`src/rtl/riscv_ifu.sv`:
```
// Instruction fetch unit: fetches one word per PC on a single-outstanding imem port.
// The fetched word goes to decode over valid/ready, and pc_we_o fires only when decode takes it.
//
// state | meaning
// IDLE  | waiting for a stable PC
// REQ   | read request presented to imem
// WAIT  | request accepted, waiting for the response
// VALID | instruction (or fault) offered to decode
// DRAIN | flushed after acceptance; swallow the one pending response
module riscv_ifu #(
    parameter logic [31:0] RESET_INST = 32'h0000_0000
) (
    input  logic        clk,
    input  logic        rst,
    input  logic [31:0] pc_i,
    input  logic        pc_valid_i,
    input  logic        flush_i,
    output logic        imem_req_valid_o,
    input  logic        imem_req_ready_i,
    output logic [31:0] imem_addr_o,
    input  logic        imem_rsp_valid_i,
    input  logic [31:0] imem_rdata_i,
    input  logic        imem_rsp_err_i,
    output logic        inst_valid_o,
    input  logic        inst_ready_i,
    output logic [31:0] inst_o,
    output logic [31:0] inst_pc_o,
    output logic        inst_fault_o,
    output logic        pc_we_o
);

    typedef enum logic [2:0] {IDLE, REQ, WAIT, VALID, DRAIN} state_t;

    state_t      state, state_nxt;
    logic [31:0] addr_q;
    logic [31:0] inst_q;
    logic        fault_q;
    logic        load_pc;
    logic        load_misal;
    logic        load_rsp;

    always_comb begin
        state_nxt  = state;
        load_pc    = 1'b0;
        load_misal = 1'b0;
        load_rsp   = 1'b0;
        case (state)
            IDLE: begin
                if (!flush_i && pc_valid_i) begin
                    load_pc = 1'b1;
                    if (pc_i[1:0] != 2'b00) begin
                        load_misal = 1'b1;
                        state_nxt  = VALID;
                    end else begin
                        state_nxt = REQ;
                    end
                end
            end
            REQ: begin
                // An accepted request still owes a response, so a flush must drain it.
                if (flush_i)
                    state_nxt = imem_req_ready_i ? DRAIN : IDLE;
                else if (imem_req_ready_i)
                    state_nxt = WAIT;
            end
            WAIT: begin
                if (flush_i) begin
                    state_nxt = imem_rsp_valid_i ? IDLE : DRAIN;
                end else if (imem_rsp_valid_i) begin
                    load_rsp  = 1'b1;
                    state_nxt = VALID;
                end
            end
            VALID: begin
                if (flush_i || inst_ready_i)
                    state_nxt = IDLE;
            end
            DRAIN: begin
                if (imem_rsp_valid_i)
                    state_nxt = IDLE;
            end
            default: state_nxt = IDLE;
        endcase
    end

    always_ff @(posedge clk or negedge rst) begin
        if (!rst) begin
            state   <= IDLE;
            addr_q  <= 32'h0;
            inst_q  <= RESET_INST;
            fault_q <= 1'b0;
        end else begin
            state <= state_nxt;
            if (load_pc)
                addr_q <= pc_i;
            if (load_misal) begin
                inst_q  <= RESET_INST;
                fault_q <= 1'b1;
            end
            if (load_rsp) begin
                inst_q  <= imem_rsp_err_i ? RESET_INST : imem_rdata_i;
                fault_q <= imem_rsp_err_i;
            end
        end
    end

    assign imem_req_valid_o = (state == REQ);
    assign imem_addr_o      = {addr_q[31:2], 2'b00};
    assign inst_valid_o     = (state == VALID);
    assign inst_o           = inst_q;
    assign inst_pc_o        = addr_q;
    assign inst_fault_o     = fault_q && (state == VALID);
    assign pc_we_o          = (state == VALID) && inst_ready_i && !flush_i;

endmodule

```
`config.mk`:
```
export PLATFORM = sky130hd
export DESIGN_NAME = riscv_ifu
export DESIGN_NICKNAME = d
export VERILOG_FILES = /design/src/rtl/riscv_ifu.sv
export SDC_FILE = /design/constraint.sdc
export NUM_CORES = 1
export LEC_CHECK = 0
export ABC_CLOCK_PERIOD_IN_PS = 2000
export BUFFER_PORTS_ARGS = -buffer_cell sky130_fd_sc_hd__clkbuf_2
export CAP_MARGIN = 20
export CORE_UTILIZATION = 46
export CTS_CLUSTER_SIZE = 24
export DETAILED_ROUTE_END_ITERATION = 10
export PLACE_DENSITY_LB_ADDON = 0.1
export SYNTH_ARGS = -nofsm -noshare
export SYNTH_HDL_FRONTEND = slang
export SYNTH_SLANG_ARGS = --single-unit
```
`constraint.sdc`:
```
create_clock -name clk -period 2 [get_ports clk]
set_input_delay 0.3 -clock clk [delete_from_list [all_inputs] [get_ports clk]]
set_output_delay 0.3 -clock clk [all_outputs]
set_load 0.005 [all_outputs]
```
==> flow_summary.json, run 1 <==
{
  "final_area_mm2": 0.00434,
  "cell_internal_pwr_mw": 4.37,
  "timing.hold.worst.class": "input pin to flop",
  "synth_async_sr_flop_share_pct": 100,
  "die_y_um": 88.1,
  "synth_cells": 286,
  "grt_setup_unrepaired": "false",
  "leftover_overflow_at_the_end_of_global_routing": 0,
  "critPathBufInv": 1,
  "cts_setup_buffers": 0,
  "synth_top_family_by_area": "buffers and inverters",
  "setup_viol": 0,
  "detail_route.vias_per_cell": 4.78,
  "cellPowerDensity_mw_per_mm2": 1470,
  "synth-warning-count": 0,
  "global_route.peak_usage_layer": "met2",
  "critPathArrivalTime_ps": 1600,
  "crit_slowest_cell": "sky130_fd_sc_hd__dfrtp_1",
  "grtUsageMet3_pct": 5.37,
  "fin_crit_ps": 1900,
  "final_layout_size_suffix_gt1_share_pct": 55.2,
  "synth-seq-cells": 68,
  "p_seq_share_pct": 39.3,
  "floorplan.die.width_um": 88.1,
  "yosysSeqAreaShare_pct": 49.9,
  "highest_attainable_clock_frequency_mhz": 527,
  "multi_input_comb_area_mm2": 0.00120,
  "synth_edf_count": 0,
  "maximum_number_of_pins_on_one_net_before_global_route_repair": 69,
  "initial_antenna_violation_count": 0,
  "first_iter_violations": 141,
  "post_cts_resized": 0,
  "syn-mean-instance-area_um2": 11.9,
  "combined_flip_flop_and_latch_cell_area_mm2": 0.00170,
  "grt_util_met2_pct": 28.9,
  "cts_root_buffer": "sky130_fd_sc_hd__clkbuf_8",
  "postLayoutCoreUtil_pct": 60.2,
  "clock-sinks": 68,
  "clock_tree.buffer_depth": 2,
  "area.growth.synth_to_final_pct": 27.4,
  "run_status": "finished clean",
  "grt_util_all_layers_pct": 18.2,
  "synthFlopType": "sky130_fd_sc_hd__dfrtp_1",
  "p_comb_share_pct": 38.3,
  "timing.setup.critical_path_class": "flop to primary output",
  "synth-xor-area-share_pct": 0,
  "synth_top_area_share_pct": 49.9,
  "cap_violations": 0,
  "leading_cell_type_by_number_of_instances_after_synthesis": "sky130_fd_sc_hd__dfrtp_1",
  "critical_path_fanouts_max": 12,
  "io-pin-count": 172,
  "worst_ir_drop_vdd_v": 0.000519,
  "synth-adder-area-share_pct": 0,
  "cts_tree": "yes",
  "gp_congestion": 0.807,
  "synth_commonest_cells": "sky130_fd_sc_hd__dfrtp_1 (68), sky130_fd_sc_hd__buf_4 (39), sky130_fd_sc_hd__nand2_1 (35)",
  "critical_path.startpoint_type": "flop",
  "cp.required_ps": 1700,
  "netlist_top_cells_area": "sky130_fd_sc_hd__dfrtp_1 (50%), sky130_fd_sc_hd__mux2_4 (13%), sky130_fd_sc_hd__buf_4 (8.6%)",
  "worst_slew_margin_rel_pct": 46.9,
  "power.share.switching_pct": 31.6,
  "clkSlewWorstSetupHoldPaths_ps": 80,
  "routedWlPerCell_um": 13.9,
  "cp-end-kind": "primary output",
  "cpLargestDelayFamily": "simple AND/OR/NAND/NOR gates",
  "initial_utilization_pct": 47.2,
  "clock_latency_on_the_worst_skew_pair_ps": 330,
  "yosys.area.top_type": "sky130_fd_sc_hd__dfrtp_1",
  "grt_util_met1_pct": 23.6,
  "cts-htree-levels": 3,
  "synth_area_mm2": 0.00341,
  "power_mw": 6.39,
  "yosys-mux-area-fraction_pct": 14.2,
  "clockPowerShare_pct": 22.4,
  "worst_hold_slack_ps": 190,
  "antenna-diode-count": 0,
  "placement.io_buffers": 169,
  "p_leak_nw": 2.41,
  "final.setup_skew_ps": 4.76,
  "total_switching_power_mw": 2.02,
  "antenna_left": 0,
  "tightest_slew_ps": 797,
  "slew_viol_final": 0,
  "dpl.hpwl_mm": 4.99,
  "firstDrtPassIters": 4,
  "yosys.cell_types.count": 35,
  "compound_cell_area_share_of_the_yosys_netlist_pct": 12.5,
  "critical-path-max-stage-delay_ps": 580,
  "floorplan.core_area_mm2": 0.00721,
  "post_synth_and_or_nand_nor_area_fraction_pct": 8.41,
  "first_pass_grt_wire_length_mm": 10.8,
  "hold_viol": 0,
  "numCtsBuffers": 9,
  "detailroute.via_count": 2500,
  "period_utilisation_layout_pct": 94.9,
  "grt_pass1_vias": 2213,
  "die_area_mm2": 0.00776,
  "finalWirelength_mm": 7.26,
  "drt_drc_violations_left": 0,
  "nFillCells": 649,
  "placement_rows": 31,
  "placedInstanceArea_mm2": 0.00408,
  "setup-tns-final_ps": 0,
  "critical_path.cell_chain": "nor2b_1, and2_1, and3b_1, clkbuf_2",
  "nets": 491
}
-- what timing repair did --
| item | 4_1_cts | 5_1_grt |
|---|---|---|
| hold buffers | 1 | 0 |
| hold endpoints to repair | 43 | 0 |
| endpoints found under the setup margin | 0 | 0 |
-- metal layers --
| metal | vias up | share of wire [%] | wire length (um) |
|---|---|---|---|
| met5 | - | 0 | 0 |
| met4 | 0 | 1.1 | 83 |
| met3 | 9 | 8.0 | 583 |
| met2 | 104 | 48 | 3460 |
| met1 | 1180 | 43 | 3130 |
| li1 | 1207 | - | - |
-- worst reg2reg max path, stage by stage, from the launching register on --
cell                        delay, ps
sky130_fd_sc_hd__dfrtp_1          610
sky130_fd_sc_hd__nand2b_1         130
sky130_fd_sc_hd__a2111oi_1        570
sky130_fd_sc_hd__o21ai_1          140
sky130_fd_sc_hd__o31ai_1           80
-- layout make-up --
class	count	share of cell area [%]
repair buffers	174	21.5
multi-input cells	134	27.7
clock inverters	5	2.45
well taps	99	2.85
clock buffers	11	3.49
inverters	32	2.77
flip-flops and latches	68	39.2
-- final timing paths --
check / startpoint / to / slack [ps] / cells after the start
setup / recovery: state[0]$_DFFE_PN0P_ / pc_we_o / 100 / 4
hold / removal: pc_i[14] / inst_pc_o[14]$_DFFE_PN0P_ / 190 / 2
setup reg to reg: state[1]$_DFFE_PN0P_ / state[0]$_DFFE_PN0P_ / 390 / 4
hold reg to reg: inst_pc_o[0]$_DFFE_PN0P_ / inst_pc_o[0]$_DFFE_PN0P_ / 510 / 1
max in group asynchronous: rst / inst_o[6]$_DFFE_PN0P_ / 1170 / 3
min in group asynchronous: rst / inst_pc_o[11]$_DFFE_PN0P_ / 490 / 3
-- per-stage QoR --
stage / worst slack [ps] / cells
2_1_floorplan: 510 / 287
3_3_place_gp: 432 / 506
3_5_place_dp: 404 / 506
4_1_cts: 88.8 / 523
5_1_grt: 13.8 / 523
6_report: 102 / 523
-- kinds of logic (layout without fill, tap and decap cells) --
kind of cell | Yosys count | after routing
muxes | 33 | 33
and+or+nand+nor | 57 | 57
buffers and inverters | 85 | 222
other | 1 | 2
AOI/OAI and AO/OA | 42 | 42
DFF | 68 | 68
-- placed cells by master, fill, tap and decap left out, types with 3 or more instances in the layout --
| master | count |
|---|---|
| sky130_fd_sc_hd__mux2_4 | 30 |
| sky130_fd_sc_hd__o32ai_1 | 22 |
| sky130_fd_sc_hd__dfrtp_1 | 68 |
| sky130_fd_sc_hd__bufinv_16 | 3 |
| sky130_fd_sc_hd__clkbuf_2 | 168 |
| sky130_fd_sc_hd__o21ai_0 | 3 |
| sky130_fd_sc_hd__o32ai_2 | 10 |
| sky130_fd_sc_hd__nor2_1 | 5 |
| sky130_fd_sc_hd__clkbuf_8 | 11 |
| sky130_fd_sc_hd__inv_1 | 32 |
| sky130_fd_sc_hd__nor2b_1 | 3 |
| sky130_fd_sc_hd__nand2_1 | 35 |
| sky130_fd_sc_hd__and3b_1 | 3 |
| sky130_fd_sc_hd__buf_12 | 4 |
-- state kept, by name, summed over array words and instances, names as in the netlist --
name and count:
state 3, inst_o 32, inst_pc_o 32, fault_q 1
-- power by group through the flow --
stage | Sequential [mW] | Clock [mW] | Combinational [mW]
6_report | 2.51 | 1.43 | 2.45
5_1_grt | 2.61 | 1.53 | 2.72
4_1_cts | 2.52 | 1.46 | 2.49
3_5_place_dp | 2.53 | 0 | 2.48
3_3_place_gp | 2.52 | 0 | 2.43
2_1_floorplan | 2.48 | 0 | 1.76
Note: power is estimated with default switching activity, not from simulation.
==> run 2: changes to the inputs <==
--- a/config.mk
+++ b/config.mk
@@ -7,11 +7,11 @@
 export LEC_CHECK = 0
 export ABC_CLOCK_PERIOD_IN_PS = 2000
 export BUFFER_PORTS_ARGS = -buffer_cell sky130_fd_sc_hd__clkbuf_2
-export CAP_MARGIN = 20
+export CAP_MARGIN = 5
 export CORE_UTILIZATION = 46
 export CTS_CLUSTER_SIZE = 24
 export DETAILED_ROUTE_END_ITERATION = 10
-export PLACE_DENSITY_LB_ADDON = 0.1
+export PLACE_DENSITY = 0.87
 export SYNTH_ARGS = -nofsm -noshare
 export SYNTH_HDL_FRONTEND = slang
 export SYNTH_SLANG_ARGS = --single-unit
==> run 2 against run 1 <==
Against the previous run: clock power fell by 9.8%; final cell count grew 0.38%; die area unchanged; clock skew grew 2.3 ps; combinational power is 3% higher; sequential power about the same; critical endpoint unchanged.
==> flow_summary.json, run 2 (synthesis results as in run 1) <==
{
  "run_status": "finished clean",
  "final_layout_size_suffix_gt1_share_pct": 55.6,
  "floorplan.core_area_mm2": 0.00721,
  "cap_violations": 0,
  "setup_viol": 0,
  "ff2ff_path_depth": 4,
  "grt_util_all_layers_pct": 18.6,
  "die_y_um": 88.1,
  "antenna-diode-count": 0,
  "maximum_number_of_pins_on_one_net_before_global_route_repair": 67,
  "nets": 493,
  "firstDrtPassIters": 4,
  "mostFrequentLayoutCell": "sky130_fd_sc_hd__clkbuf_2",
  "highest_attainable_clock_frequency_mhz": 534,
  "post_cts_resized": 0,
  "grt_setup_unrepaired": "false",
  "grt_pass1_vias": 2347,
  "p_leak_nw": 2.40,
  "cts_setup_buffers": 0,
  "nFillCells": 616,
  "period_utilisation_layout_pct": 93.7,
  "leftover_overflow_at_the_end_of_global_routing": 0,
  "clock-sinks": 68,
  "die_area_mm2": 0.00776,
  "detailroute.via_count": 2592,
  "routedWlPerCell_um": 13.8,
  "cp-end-kind": "primary output",
  "drt_drc_violations_left": 0,
  "finalWirelength_mm": 7.26,
  "numCtsBuffers": 9,
  "layout.cells.most_common_list": "sky130_fd_sc_hd__clkbuf_2 (168), sky130_fd_sc_hd__dfrtp_1 (68), sky130_fd_sc_hd__nand2_1 (35)",
  "crit_slowest_cell": "sky130_fd_sc_hd__dfrtp_1",
  "slew_viol_final": 0,
  "worst_ir_drop_vdd_v": 0.000608,
  "first_pass_grt_wire_length_mm": 11.2,
  "clock_tree.buffer_depth": 2,
  "dpl.hpwl_mm": 5.24,
  "initial_antenna_violation_count": 0,
  "hold_viol": 0,
  "critPathArrivalTime_ps": 1570,
  "timing.hold.worst.class": "input pin to async pin",
  "placement.io_buffers": 169,
  "first_iter_violations": 74,
  "detail_route.vias_per_cell": 4.94,
  "cts_tree": "yes",
  "multi_input_comb_area_mm2": 0.00120,
  "critical-path-max-stage-delay_ps": 390,
  "clkSlewWorstSetupHoldPaths_ps": 70,
  "reg2reg_slack_ps": 300,
  "cp.required_ps": 1700,
  "critical_path_fanouts_max": 11,
  "placement_rows": 31,
  "cts-htree-levels": 3,
  "crit-reg2reg-launch": "state[2]$_DFFE_PN0P_",
  "worst_slew_margin_rel_pct": 45.6,
  "holdBufCountCts": 0,
  "cts_root_buffer": "sky130_fd_sc_hd__clkbuf_8",
  "floorplan.die.width_um": 88.1,
  "initial_utilization_pct": 47.2,
  "critical_path.startpoint_type": "flop",
  "antenna_left": 0,
  "final.setup_skew_ps": 7.07,
  "worst_r2r_endpoint": "inst_pc_o[22]$_DFFE_PN0P_",
  "setup-tns-final_ps": 0,
  "area.growth.synth_to_final_pct": 26.8,
  "clock_latency_on_the_worst_skew_pair_ps": 330,
  "power_mw": 6.30,
  "io-pin-count": 172,
  "combined_flip_flop_and_latch_cell_area_mm2": 0.00170,
  "critical_path.cell_chain": "buf_4, nor2b_1, and2_1, and3b_1, clkbuf_2",
  "timing.setup.critical_path_class": "flop to primary output",
  "cellPowerDensity_mw_per_mm2": 1460,
  "tightest_slew_ps": 816,
  "fin_crit_ps": 1870,
  "gp_congestion": 0.819
}
[run 2: worst max-delay path by stage]
stage | from | end | cells after the start
floorplan | state[2]$_DFFE_PN0P_ | inst_pc_o[0]$_DFFE_PN0P_ | 5
global placement | state[2]$_DFFE_PN0P_ | inst_pc_o[13]$_DFFE_PN0P_ | 4
detailed placement | state[2]$_DFFE_PN0P_ | inst_pc_o[17]$_DFFE_PN0P_ | 4
CTS | state[0]$_DFFE_PN0P_ | pc_we_o | 5
global route | state[0]$_DFFE_PN0P_ | pc_we_o | 5
finish | state[0]$_DFFE_PN0P_ | pc_we_o | 5
[run 2: per-layer routing]
layer  part of all wire (%)  track usage, %  vias up
met4                    1.2            7.33        0
met2                     50            31.1      118
met1                     43            23.4     1254
met5                      0               0        -
met3                    6.6            4.34       11
li1                       -               -     1209
[run 2: stage by stage]
step           cell area [um^2]  hold WS, ps  util, %  std cells  worst slack, ps
6_report                   4320         7.30     59.9        525              127
5_1_grt                    4320         45.1     59.9        525             32.1
4_1_cts                    4320         14.0     59.9        525              103
3_5_place_dp               4090          383     56.6        509              309
3_3_place_gp               4090          367     56.6        509              360
2_1_floorplan              3410         4.41        -        287              510
[run 2: area by class of cell]
cell class / count / area share (%)
clock buffers: 11 / 3.50
inverters: 32 / 2.78
multi-input cells: 134 / 27.9
repair buffers: 176 / 21.7
flip-flops and latches: 68 / 39.4
well taps: 99 / 2.87
clock inverters: 5 / 1.94
[run 2: worst max-delay path: cells and delay by family, from the launching register on]
| kind | cells | cell delay (ps) |
|---|---|---|
| and+or+nand+nor | 3 | 550 |
| DFF | 1 | 390 |
| buffers and inverters | 2 | 300 |
[run 2: power breakdown]
part           switching (mW)  internal, mW
combinational            1.05          1.47
sequential              0.470          2.01
clock                   0.519         0.772
total                    2.04          4.26
